## config.mk

```make
export PLATFORM = sky130hd
export DESIGN_NAME = mem_access_stage
export DESIGN_NICKNAME = d
export VERILOG_FILES = /design/src/rtl/mem_access_stage_pkg.sv /design/src/rtl/mem_access_stage_align.sv /design/src/rtl/mem_access_stage.sv
export SDC_FILE = /design/constraint.sdc
export NUM_CORES = 1
export LEC_CHECK = 0
export ABC_AREA = 1
export CAP_MARGIN = 20
export CORE_UTILIZATION = 43
export DETAILED_ROUTE_END_ITERATION = 16
export GPL_ROUTABILITY_DRIVEN = 0
export PLACE_DENSITY = 0.8
export SYNTH_ARGS = -nofsm -noshare
export SYNTH_HDL_FRONTEND = slang
export SYNTH_HIERARCHICAL = 1
export SYNTH_SLANG_ARGS = --single-unit
```

## constraint.sdc

```tcl
create_clock -name i_clk -period 1.4 [get_ports i_clk]
set_input_delay 0.14 -clock i_clk [delete_from_list [all_inputs] [get_ports i_clk]]
set_output_delay 0.14 -clock i_clk [all_outputs]
set_load 0.02 [all_outputs]
```

## src/rtl/mem_access_stage_pkg.sv

```systemverilog
// Shared definitions for the MEM pipeline stage: control-field indices,
// access-size encodings and the stage FSM state type.
package mem_access_stage_pkg;

    // Bit positions inside i_mem
    localparam int MEMREAD_BIT  = 4;
    localparam int MEMWRITE_BIT = 3;
    localparam int UNSIGNED_BIT = 2;
    localparam int SIZE_LSB     = 0;

    // Bit positions inside i_wb
    localparam int REGWRITE_BIT = 1;
    localparam int MEMTOREG_BIT = 0;

    // Access size encodings; 2'b10 decodes as a word
    localparam logic [1:0] SIZE_BYTE = 2'b00;
    localparam logic [1:0] SIZE_HALF = 2'b01;
    localparam logic [1:0] SIZE_WORD = 2'b11;

    typedef enum logic {
        ST_IDLE = 1'b0,
        ST_WAIT = 1'b1
    } state_t;

endpackage

```

## src/rtl/mem_access_stage_align.sv

```systemverilog
// Combinational byte-lane logic for the MEM stage.
// Request side: byte enables, lane-replicated store data, misalignment.
// Response side: picks the addressed lane out of the read word and extends it.
module load_store_align
    import mem_access_stage_pkg::*;
(
    input  logic [1:0]  i_req_lane,
    input  logic [1:0]  i_req_size,
    input  logic [31:0] i_req_data,
    output logic [3:0]  o_be,
    output logic [31:0] o_wdata,
    output logic        o_misaligned,
    input  logic [1:0]  i_ld_lane,
    input  logic [1:0]  i_ld_size,
    input  logic        i_ld_unsigned,
    input  logic [31:0] i_rdata,
    output logic [31:0] o_ldata
);

    // Store-side lane steering and alignment check
    always_comb begin
        o_be         = 4'b1111;
        o_wdata      = i_req_data;
        o_misaligned = 1'b0;
        case (i_req_size)
            SIZE_BYTE: begin
                o_be    = 4'b0001 << i_req_lane;
                o_wdata = {4{i_req_data[7:0]}};
            end
            SIZE_HALF: begin
                o_be         = i_req_lane[1] ? 4'b1100 : 4'b0011;
                o_wdata      = {2{i_req_data[15:0]}};
                o_misaligned = i_req_lane[0];
            end
            default: begin
                o_be         = 4'b1111;
                o_misaligned = |i_req_lane;
            end
        endcase
    end

    logic [7:0]  ld_byte;
    logic [15:0] ld_half;
    logic        ld_sign;

    // Load-side lane extraction followed by sign/zero extension
    always_comb begin
        ld_byte = i_rdata[{i_ld_lane, 3'b000} +: 8];
        ld_half = i_ld_lane[1] ? i_rdata[31:16] : i_rdata[15:0];
        ld_sign = 1'b0;
        o_ldata = i_rdata;
        case (i_ld_size)
            SIZE_BYTE: begin
                ld_sign = ~i_ld_unsigned & ld_byte[7];
                o_ldata = {{24{ld_sign}}, ld_byte};
            end
            SIZE_HALF: begin
                ld_sign = ~i_ld_unsigned & ld_half[15];
                o_ldata = {{16{ld_sign}}, ld_half};
            end
            default: o_ldata = i_rdata;
        endcase
    end

endmodule

```

## src/rtl/mem_access_stage.sv

```systemverilog
// MEM pipeline stage: issues data-memory loads/stores over a req/ack bus,
// stalls upstream while an access is outstanding, and registers MEM/WB.
// Optional bus watchdog: define MEM_ACCESS_TIMEOUT_EN to add the TIMEOUT
// counter and the o_bus_error output.
module mem_access_stage
    import mem_access_stage_pkg::*;
#(
    parameter int DATA_WIDTH = 32,
    parameter int REG_ADDR   = 5,
    parameter int TIMEOUT    = 255
) (
    input  logic                  i_clk,
    input  logic                  i_reset,
    input  logic                  i_valid,
    input  logic [DATA_WIDTH-1:0] i_aluresult,
    input  logic [DATA_WIDTH-1:0] i_regB,
    input  logic [REG_ADDR-1:0]   i_rd_rt,
    input  logic [4:0]            i_mem,
    input  logic [1:0]            i_wb,
    output logic                  o_stall,
    output logic                  o_dmem_req,
    output logic                  o_dmem_we,
    output logic [DATA_WIDTH-3:0] o_dmem_addr,
    output logic [3:0]            o_dmem_be,
    output logic [DATA_WIDTH-1:0] o_dmem_wdata,
    input  logic                  i_dmem_ack,
    input  logic [DATA_WIDTH-1:0] i_dmem_rdata,
    output logic                  o_valid,
    output logic [DATA_WIDTH-1:0] o_readdata,
    output logic [DATA_WIDTH-1:0] o_aluresult,
    output logic [REG_ADDR-1:0]   o_rd_rt,
    output logic [1:0]            o_wb,
    output logic                  o_misaligned
`ifdef MEM_ACCESS_TIMEOUT_EN
    ,output logic                 o_bus_error
`endif
);

    // The lane logic is hard-wired for a 32-bit word
    if (DATA_WIDTH != 32) begin : g_bad_width
        $error("mem_access_stage: DATA_WIDTH must be 32");
    end
    if (TIMEOUT < 1) begin : g_bad_timeout
        $error("mem_access_stage: TIMEOUT must be at least 1");
    end

    state_t                state_q, state_d;
    logic                  we_q, we_d;
    logic [DATA_WIDTH-1:0] addr_q, addr_d;
    logic [3:0]            be_q, be_d;
    logic [DATA_WIDTH-1:0] wdata_q, wdata_d;
    logic                  uns_q, uns_d;
    logic [1:0]            size_q, size_d;
    logic [REG_ADDR-1:0]   rd_q, rd_d;
    logic [1:0]            wb_q, wb_d;

    logic                  valid_q, valid_d;
    logic [DATA_WIDTH-1:0] readdata_q, readdata_d;
    logic [DATA_WIDTH-1:0] alu_q, alu_d;
    logic [REG_ADDR-1:0]   rd_out_q, rd_out_d;
    logic [1:0]            wb_out_q, wb_out_d;
    logic                  mis_q, mis_d;

`ifdef MEM_ACCESS_TIMEOUT_EN
    localparam int CW = $clog2(TIMEOUT + 1);
    logic [CW-1:0]         cnt_q, cnt_d;
    logic                  berr_q, berr_d;
`endif

    logic                  is_mem;
    logic [3:0]            req_be;
    logic [DATA_WIDTH-1:0] req_wdata;
    logic                  req_mis;
    logic [DATA_WIDTH-1:0] ld_data;

    load_store_align u_align (
        .i_req_lane    (i_aluresult[1:0]),
        .i_req_size    (i_mem[SIZE_LSB +: 2]),
        .i_req_data    (i_regB),
        .o_be          (req_be),
        .o_wdata       (req_wdata),
        .o_misaligned  (req_mis),
        .i_ld_lane     (addr_q[1:0]),
        .i_ld_size     (size_q),
        .i_ld_unsigned (uns_q),
        .i_rdata       (i_dmem_rdata),
        .o_ldata       (ld_data)
    );

    assign is_mem = i_mem[MEMREAD_BIT] | i_mem[MEMWRITE_BIT];

    // Next-state and MEM/WB result selection; result regs only move on a pulse
    always_comb begin
        state_d    = state_q;
        we_d       = we_q;
        addr_d     = addr_q;
        be_d       = be_q;
        wdata_d    = wdata_q;
        uns_d      = uns_q;
        size_d     = size_q;
        rd_d       = rd_q;
        wb_d       = wb_q;
        valid_d    = 1'b0;
        readdata_d = readdata_q;
        alu_d      = alu_q;
        rd_out_d   = rd_out_q;
        wb_out_d   = wb_out_q;
        mis_d      = mis_q;
`ifdef MEM_ACCESS_TIMEOUT_EN
        cnt_d      = cnt_q;
        berr_d     = berr_q;
`endif
        case (state_q)
            ST_IDLE: begin
                if (i_valid) begin
                    if (is_mem && !req_mis) begin
                        // Aligned access: latch the request, memread+memwrite is a store
                        state_d = ST_WAIT;
                        we_d    = i_mem[MEMWRITE_BIT];
                        addr_d  = i_aluresult;
                        be_d    = req_be;
                        wdata_d = req_wdata;
                        uns_d   = i_mem[UNSIGNED_BIT];
                        size_d  = i_mem[SIZE_LSB +: 2];
                        rd_d    = i_rd_rt;
                        wb_d    = i_wb;
`ifdef MEM_ACCESS_TIMEOUT_EN
                        cnt_d   = '0;
`endif
                    end else begin
                        // Pass-through op, or a misaligned access faulted without a bus cycle
                        valid_d    = 1'b1;
                        readdata_d = '0;
                        alu_d      = i_aluresult;
                        rd_out_d   = i_rd_rt;
                        wb_out_d   = i_wb;
                        mis_d      = is_mem;
                        if (is_mem) wb_out_d[REGWRITE_BIT] = 1'b0;
`ifdef MEM_ACCESS_TIMEOUT_EN
                        berr_d     = 1'b0;
`endif
                    end
                end
            end
            ST_WAIT: begin
                if (i_dmem_ack) begin
                    state_d    = ST_IDLE;
                    valid_d    = 1'b1;
                    readdata_d = we_q ? '0 : ld_data;
                    alu_d      = addr_q;
                    rd_out_d   = rd_q;
                    wb_out_d   = wb_q;
                    mis_d      = 1'b0;
`ifdef MEM_ACCESS_TIMEOUT_EN
                    berr_d     = 1'b0;
                end else if (cnt_q == CW'(TIMEOUT - 1)) begin
                    // Watchdog expired on this cycle: abandon the access
                    state_d    = ST_IDLE;
                    valid_d    = 1'b1;
                    readdata_d = '0;
                    alu_d      = addr_q;
                    rd_out_d   = rd_q;
                    wb_out_d   = wb_q;
                    wb_out_d[REGWRITE_BIT] = 1'b0;
                    mis_d      = 1'b0;
                    berr_d     = 1'b1;
                end else begin
                    cnt_d      = cnt_q + 1'b1;
`endif
                end
            end
            default: state_d = ST_IDLE;
        endcase
    end

    // State and pipeline registers; reset aborts any outstanding access
    always_ff @(posedge i_clk or negedge i_reset) begin
        if (!i_reset) begin
            state_q    <= ST_IDLE;
            we_q       <= 1'b0;
            addr_q     <= '0;
            be_q       <= '0;
            wdata_q    <= '0;
            uns_q      <= 1'b0;
            size_q     <= '0;
            rd_q       <= '0;
            wb_q       <= '0;
            valid_q    <= 1'b0;
            readdata_q <= '0;
            alu_q      <= '0;
            rd_out_q   <= '0;
            wb_out_q   <= '0;
            mis_q      <= 1'b0;
`ifdef MEM_ACCESS_TIMEOUT_EN
            cnt_q      <= '0;
            berr_q     <= 1'b0;
`endif
        end else begin
            state_q    <= state_d;
            we_q       <= we_d;
            addr_q     <= addr_d;
            be_q       <= be_d;
            wdata_q    <= wdata_d;
            uns_q      <= uns_d;
            size_q     <= size_d;
            rd_q       <= rd_d;
            wb_q       <= wb_d;
            valid_q    <= valid_d;
            readdata_q <= readdata_d;
            alu_q      <= alu_d;
            rd_out_q   <= rd_out_d;
            wb_out_q   <= wb_out_d;
            mis_q      <= mis_d;
`ifdef MEM_ACCESS_TIMEOUT_EN
            cnt_q      <= cnt_d;
            berr_q     <= berr_d;
`endif
        end
    end

    // Bus outputs come straight from registered state; gated so reset clears them
    assign o_stall      = (state_q == ST_WAIT);
    assign o_dmem_req   = (state_q == ST_WAIT);
    assign o_dmem_we    = o_dmem_req & we_q;
    assign o_dmem_addr  = o_dmem_req ? addr_q[DATA_WIDTH-1:2] : '0;
    assign o_dmem_be    = o_dmem_req ? be_q : '0;
    assign o_dmem_wdata = o_dmem_req ? wdata_q : '0;

    assign o_valid      = valid_q;
    assign o_readdata   = readdata_q;
    assign o_aluresult  = alu_q;
    assign o_rd_rt      = rd_out_q;
    assign o_wb         = wb_out_q;
    assign o_misaligned = mis_q;
`ifdef MEM_ACCESS_TIMEOUT_EN
    assign o_bus_error  = berr_q;
`endif

endmodule

```

==> results of run 1 <==
registers in the layout, summed over array words and instances (netlist names):
| register | cells |
|---|---|
| addr_q | 32 |
| o_aluresult | 32 |
| o_readdata | 32 |
| wdata_q | 32 |
| o_rd_rt | 5 |
| rd_q | 5 |
| be_q | 4 |
| o_wb | 2 |
| size_q | 2 |
| wb_q | 2 |
| o_dmem_req | 1 |
| o_misaligned | 1 |
| o_valid | 1 |
| uns_q | 1 |
| we_q | 1 |
final timing paths:
kind                                startpoint         endpoint  slack [ns]  cells past startpoint
worst max-delay path                o_dmem_req  o_aluresult[17]       -0.34                      8
worst min-delay path                   i_reset       addr_q[16]        0.15                      2
worst max register to register      o_dmem_req  o_aluresult[17]       -0.34                      8
worst min register to register           uns_q            uns_q        0.47                      2
max in group asynchronous              i_reset       o_rd_rt[3]        0.60                      3
min in group i_clk              i_aluresult[2]        addr_q[2]        0.27                      3
Yosys cell counts, drive strengths merged:
library cell  number  area share, %
nand3            147             10
dfrtp            153             47
buf               47            3.7
o211ai             8           0.74
nand4             32            2.5
nand3b             1          0.092
clkbuf            37            1.7
nand2            460             22
o21ai             90            5.5
a22oi              1          0.092
a21oi              2           0.12
nor2               9           0.86
inv              125            5.8
power breakdown:
group	internal, W	switching (W)
clock	0.00270	0.00209
combinational	0.00277	0.00398
sequential	0.00551	0.000823
through the flow:
stage	worst slack, ns	hold WS [ns]	area, µm²	std cells	setup TNS, ns
2_1_floorplan	0.0136	-0.156	8200	1112	0
3_3_place_gp	-0.325	0.0485	11100	1568	-53.59
3_5_place_dp	-0.412	0.0518	11100	1568	-63.93
4_1_cts	-0.344	0.178	11800	1609	-60.79
5_1_grt	-0.389	0.190	12500	1623	-68.50
6_report	-0.341	0.154	12500	1623	-54.96
logic make-up after synthesis:
| logic type | synth area share [%] |
|---|---|
| AND/OR/NAND/NOR | 35.4 |
| buffers and inverters | 11.2 |
| flip-flops | 46.9 |
| AO/OA/AOI/OAI | 6.47 |
metal layers:
metal | vias to the layer above | track usage (%)
met3 | 92 | 5.20
met4 | 0 | 13.6
met2 | 484 | 45.2
li1 | 4037 | -
met1 | 4127 | 33.7
met5 | - | 0
final cells by class:
| class | count | area [µm²] |
|---|---|---|
| Fill cell | 1517 | 6180 |
| Multi-Input combinational cell | 751 | 3950 |
| Sequential cell | 153 | 3830 |
| Timing Repair Buffer | 328 | 3310 |
| Inverter | 125 | 482 |
| Clock buffer | 17 | 425 |
| Tap cell | 234 | 293 |
| Clock inverter | 15 | 178 |
repair_timing:
action,CTS,global route
pin swaps,0,10
hold buffers,1,0
setup endpoints to repair,295,233
gates cloned,5,14
resized for setup,407,181
buffers inserted,3,1
endpoints found under the hold margin,135,0
==> impl_metrics.toml, run 1 <==
[logic_synthesis]
ys_ff_latch = 153
syn-cell-area_um2 = 8160
ys_seq_area_share_pct = 46.9
post_synth_num_cell_types = 25
netlist_instances = 1112
syn_nets = 1224
yosysWarnings = 6
synth_area_per_cell_um2 = 7.34

[timing]
timing.fmax_mhz = 575
slew_headroom_pct = 73.0
tightest_slew_ns = 0.401
finalSetupViolCount = 233
fin_ws_ns = -0.341
clock-skew-final_ns = 0.0109
rsz0062_at_grt = "yes"
finalCriticalPeriod_ns = 1.74
slew_violations = 0
post-route-period-util_pct = 124
hold_viol_final = 0

[power]
p_leak_nw = 7.15
ir_worst_vdd_uv = 1020
finalPower_w = 0.0179
p_per_area_nw_per_um2 = 1430

[placed_design]
io_buffers = 253
dp_hpwl_mm = 17.2

[floorplanning]
design.core.area_um2 = 18600
start_util_pct = 43.8
die_h_um = 140
die-area_um2 = 19500
fp-row-count = 50
die_w_um = 140
io_pins = 254

[job]
drv_cap = 0

[critical_path]
cp.required_ns = 1.77
crit_arrival_ns = 2.11
worst-setup-path-type = "reg -> reg"
path_cells = "buf_6 -> buf_6 -> nor2_4 -> nand2_4 -> nand2_8 -> buf_6 -> nand2_1 -> nand2_1"
crit_path_frequent_cell = "buf_6"
path_buf_inv = 3
critPathTopFamily = "simple AND/OR/NAND/NOR gates"
setup.worst_path.start_class = "flop"
max_stage_delay_ns = 0.55
worst-path-max-fanout = 6
worst_setup_path_end_kind = "flop"
worst_path_max_delay_cell = "dfrtp_4"

[run_status]
status = "finished with violations"
violations = "setup timing"

[grt]
grt_overflow_total = 0
grt_max_degree = 73
grt_pass1_wl_mm = 42.0
grt_util_all_layers_pct = 27.1
antenna_found_initial = 0
grt_pass1_vias = 8370

[drt]
drt-pass1-iter-count = 5
met3WireLength_mm = 2.25
antenna_left = 0
totalWireLength_mm = 28.5
drc_errors = 0
avgRoutedWirePerCell_um = 17.6
wl_met2_mm = 14.0
viasPerCell = 5.39
drtIter0Drc = 666
num_vias = 8740
top_layer_used = "met4"
wl_met1_mm = 11.0

[cts]
cts_made_buffers = 17
root_buffer = "clkbuf_16"
cts.sinks = 153
htree_num_levels = 4
clk-insertion-delay-late_ns = 0.43
clkTransAtPathRegs_ns = 0.07
cts_buffer_depth = 2
cts_tree = "built"

[layout]
layout_common_cells = "381 x nand2_1, 152 x dfrtp_1, 121 x clkdlybuf4s50_1"
final_util_pct = 66.9
area_growth_pct = 52.7
final_common_cell = "nand2_1"
nets = 1488
drive_gt1_share_pct = 23.4
antenna_cells = 0

[worst_hold_path]
hold_path.class = "in -> async"
Power figures use the tool's default switching activity.
==> run 2: changes to the inputs <==
--- a/config.mk
+++ b/config.mk
@@ -5,12 +5,11 @@
 export SDC_FILE = /design/constraint.sdc
 export NUM_CORES = 1
 export LEC_CHECK = 0
-export ABC_AREA = 1
 export CAP_MARGIN = 20
 export CORE_UTILIZATION = 43
 export DETAILED_ROUTE_END_ITERATION = 16
 export GPL_ROUTABILITY_DRIVEN = 0
-export PLACE_DENSITY = 0.8
+export PLACE_DENSITY = 0.79
 export SYNTH_ARGS = -nofsm -noshare
 export SYNTH_HDL_FRONTEND = slang
 export SYNTH_HIERARCHICAL = 1
==> impl_metrics.toml, run 2 <==
[run_status]
status = "finished with violations"
violations = "setup timing"

[timing]
finalCriticalPeriod_ns = 1.81
fin_ws_ns = -0.409
rsz0062_at_grt = "yes"
slew_violations = 0
slew_headroom_pct = 74.3
post-route-period-util_pct = 129
finalSetupViolCount = 221
tightest_slew_ns = 0.386
timing.fmax_mhz = 553
hold_viol_final = 0
clock-skew-final_ns = 0.0127

[floorplanning]
start_util_pct = 44.0
die-area_um2 = 20500
io_pins = 254
fp-row-count = 51
die_w_um = 143
die_h_um = 143
design.core.area_um2 = 19500

[drt]
avgRoutedWirePerCell_um = 19.2
drtIter0Drc = 328
num_vias = 6720
drt-pass1-iter-count = 7
totalWireLength_mm = 24.9
antenna_left = 0
drc_errors = 0
viasPerCell = 5.19

[cts]
cts_buffer_depth = 2
cts_made_buffers = 17
cts_tree = "built"
root_buffer = "clkbuf_16"
cts.sinks = 153
htree_num_levels = 4
clkTransAtPathRegs_ns = 0.07
clk-insertion-delay-late_ns = 0.42

[logic_synthesis]
synth_top_cell_area_share_pct = 44.7
synth-edff-count = 0
postSynth.asyncResetShare_pct = 100
synth_top_family_by_area = "multiplexers"
synth_common_cells = "153 x dfrtp_1, 116 x mux2_4, 67 x and2_1, 63 x mux2_2, 46 x inv_1"
synth_most_common_cell = "dfrtp_1"
synth_xor_area_share_pct = 0
synth_compound_area_share_pct = 7.10
synth.area.mux_share_pct = 29.9
yosysWarnings = 6
synth_area_per_cell_um2 = 12.2
ys_seq_area_share_pct = 44.7
netlist_instances = 704
synth_fa_ha_area_share_pct = 0
synth_top_area_cell = "dfrtp_1"
yosys_most_used_dff = "dfrtp_1"
syn-cell-area_um2 = 8560
post_synth_num_cell_types = 36
syn_nets = 816
synth_area_leaders = "dfrtp_1 45%, mux2_4 20%, mux2_2 8.3%, and2_1 4.9%, nand4b_1 3.3%"
synth-simple-area-share_pct = 10.9
ys_ff_latch = 153

[power]
pwr-share-clk_pct = 24.4
p_leak_nw = 6.79
intPower_w = 0.0137
p_per_area_nw_per_um2 = 1540
switching_power_w = 0.00670
combPwrFrac_pct = 43.2
switching_share_pct = 32.9
power_frac_seq_pct = 32.4
ir_worst_vdd_uv = 776

[placed_design]
placed_cell_area_um2 = 11800
io_buffers = 253
dp_hpwl_mm = 16.2

[critical_path]
setup.worst_path.start_class = "flop"
max_stage_delay_ns = 0.51
cp.required_ns = 1.70
path_cells = "buf_6 -> nor2b_4 -> nor3b_4 -> buf_6 -> clkbuf_16 -> clkbuf_16 -> mux2_4"
crit_arrival_ns = 2.11
worst_path_max_delay_cell = "dfrtp_4"
worst_setup_path_end_kind = "flop"
worst-setup-path-type = "reg -> reg"
worst-path-max-fanout = 6

[grt]
antenna_found_initial = 1
grt_pass1_wl_mm = 37.1
grt_max_degree = 41
grt_pass1_vias = 6846
grt_util_all_layers_pct = 23.7
grt_overflow_total = 0

[layout]
finalInstanceArea_um2 = 13200
final_util_pct = 67.8
area_growth_pct = 54.1
multi_input_area_um2 = 4410
nets = 1130
fill_cells = 1392
final_common_cell = "dfrtp_1"
drive_gt1_share_pct = 44.3
layout_common_cells = "152 x dfrtp_1, 119 x mux2_4, 110 x clkdlybuf4s50_1"
antenna_cells = 0
seqCellArea_um2 = 3830

[worst_hold_path]
hold_path.class = "in -> async"

[job]
drv_cap = 0
[run 2: cell count changes after synthesis, sizes merged, moves of 13 or more]
cell | previous run | this run
nand4 | 32 | 0
o21ai | 90 | 48
nand3 | 147 | 0
inv | 125 | 46
nor2b | 0 | 13
nand2 | 460 | 17
and2 | 0 | 67
a21oi | 2 | 34
mux2 | 0 | 181
nand4b | 0 | 32
[run 2: final timing paths]
check	to	slack (ns)	cells after the start	start
hold / removal	wdata_q[28]	0.21	2	i_reset
setup / recovery	wdata_q[15]	-0.41	7	o_dmem_req
setup reg to reg	wdata_q[15]	-0.41	7	o_dmem_req
hold reg to reg	o_wb[1]	0.48	1	o_wb[1]
max in group asynchronous	o_aluresult[26]	0.63	3	i_reset
min in group i_clk	uns_q	0.35	2	i_mem[2]
[run 2: cell type report]
type,count,area share [%]
clock buffers,18,3.33
well taps,265,2.51
multi-input cells,443,33.4
repair buffers,357,29.0
inverters,46,1.31
flip-flops and latches,153,29.0
clock inverters,13,1.44
[run 2: power by group through the flow]
stage	Sequential, W	Combinational [W]	Clock (W)
2_1_floorplan	0.00714	0.00408	0
6_report	0.00660	0.00880	0.00498
3_5_place_dp	0.00661	0.00803	0
4_1_cts	0.00659	0.00852	0.00505
3_3_place_gp	0.00660	0.00786	0
5_1_grt	0.00675	0.00930	0.00525
[run 2: stage by stage]
| step | cells | hold WS [ns] | total power (W) | TNS, ns | setup WS (ns) |
|---|---|---|---|---|---|
| finish | 1295 | 0.207 | 0.0204 | -70.16 | -0.409 |
| global route | 1295 | 0.224 | 0.0213 | -81.47 | -0.467 |
| detailed placement | 1233 | 0.0781 | 0.0146 | -107.36 | -0.675 |
| CTS | 1284 | 0.210 | 0.0202 | -84.64 | -0.436 |
| global placement | 1233 | 0.0770 | 0.0145 | -98.43 | -0.608 |
| floorplan | 704 | -0.156 | 0.0112 | -26.94 | -0.238 |
[run 2: kinds of logic (layout without fill, tap and decap cells)]
family,Yosys count,after routing
buffers and inverters,108,434
muxes,190,190
and+or+nand+nor,147,147
DFF,153,153
AOI/OAI and AO/OA,106,106
[run 2: critical path, delay by kind of cell (launching register included)]
family,cells,cell delay [ns]
muxes,1,0.29
DFF,1,0.51
and+or+nand+nor,2,0.28
buffers and inverters,4,0.62
[run 2: routing by layer]
metal / up-vias / share of wire [%] / GRT usage [%]
met3: 29 / 7.6 / 6.71
li1: 3068 / - / -
met4: 0 / 1.5 / 5.94
met5: - / 0 / 0
met2: 265 / 50 / 40.5
met1: 3358 / 41 / 29.3
[run 2: repair_timing]
action / in CTS / in global routing
setup endpoints to repair: 294 / 295
endpoints found under the hold margin: 56 / 0
pin swaps: 2 / 12
cloned: 6 / 7
resized for setup: 331 / 178
hold buffers: 1 / 0
buffers inserted: 13 / 8
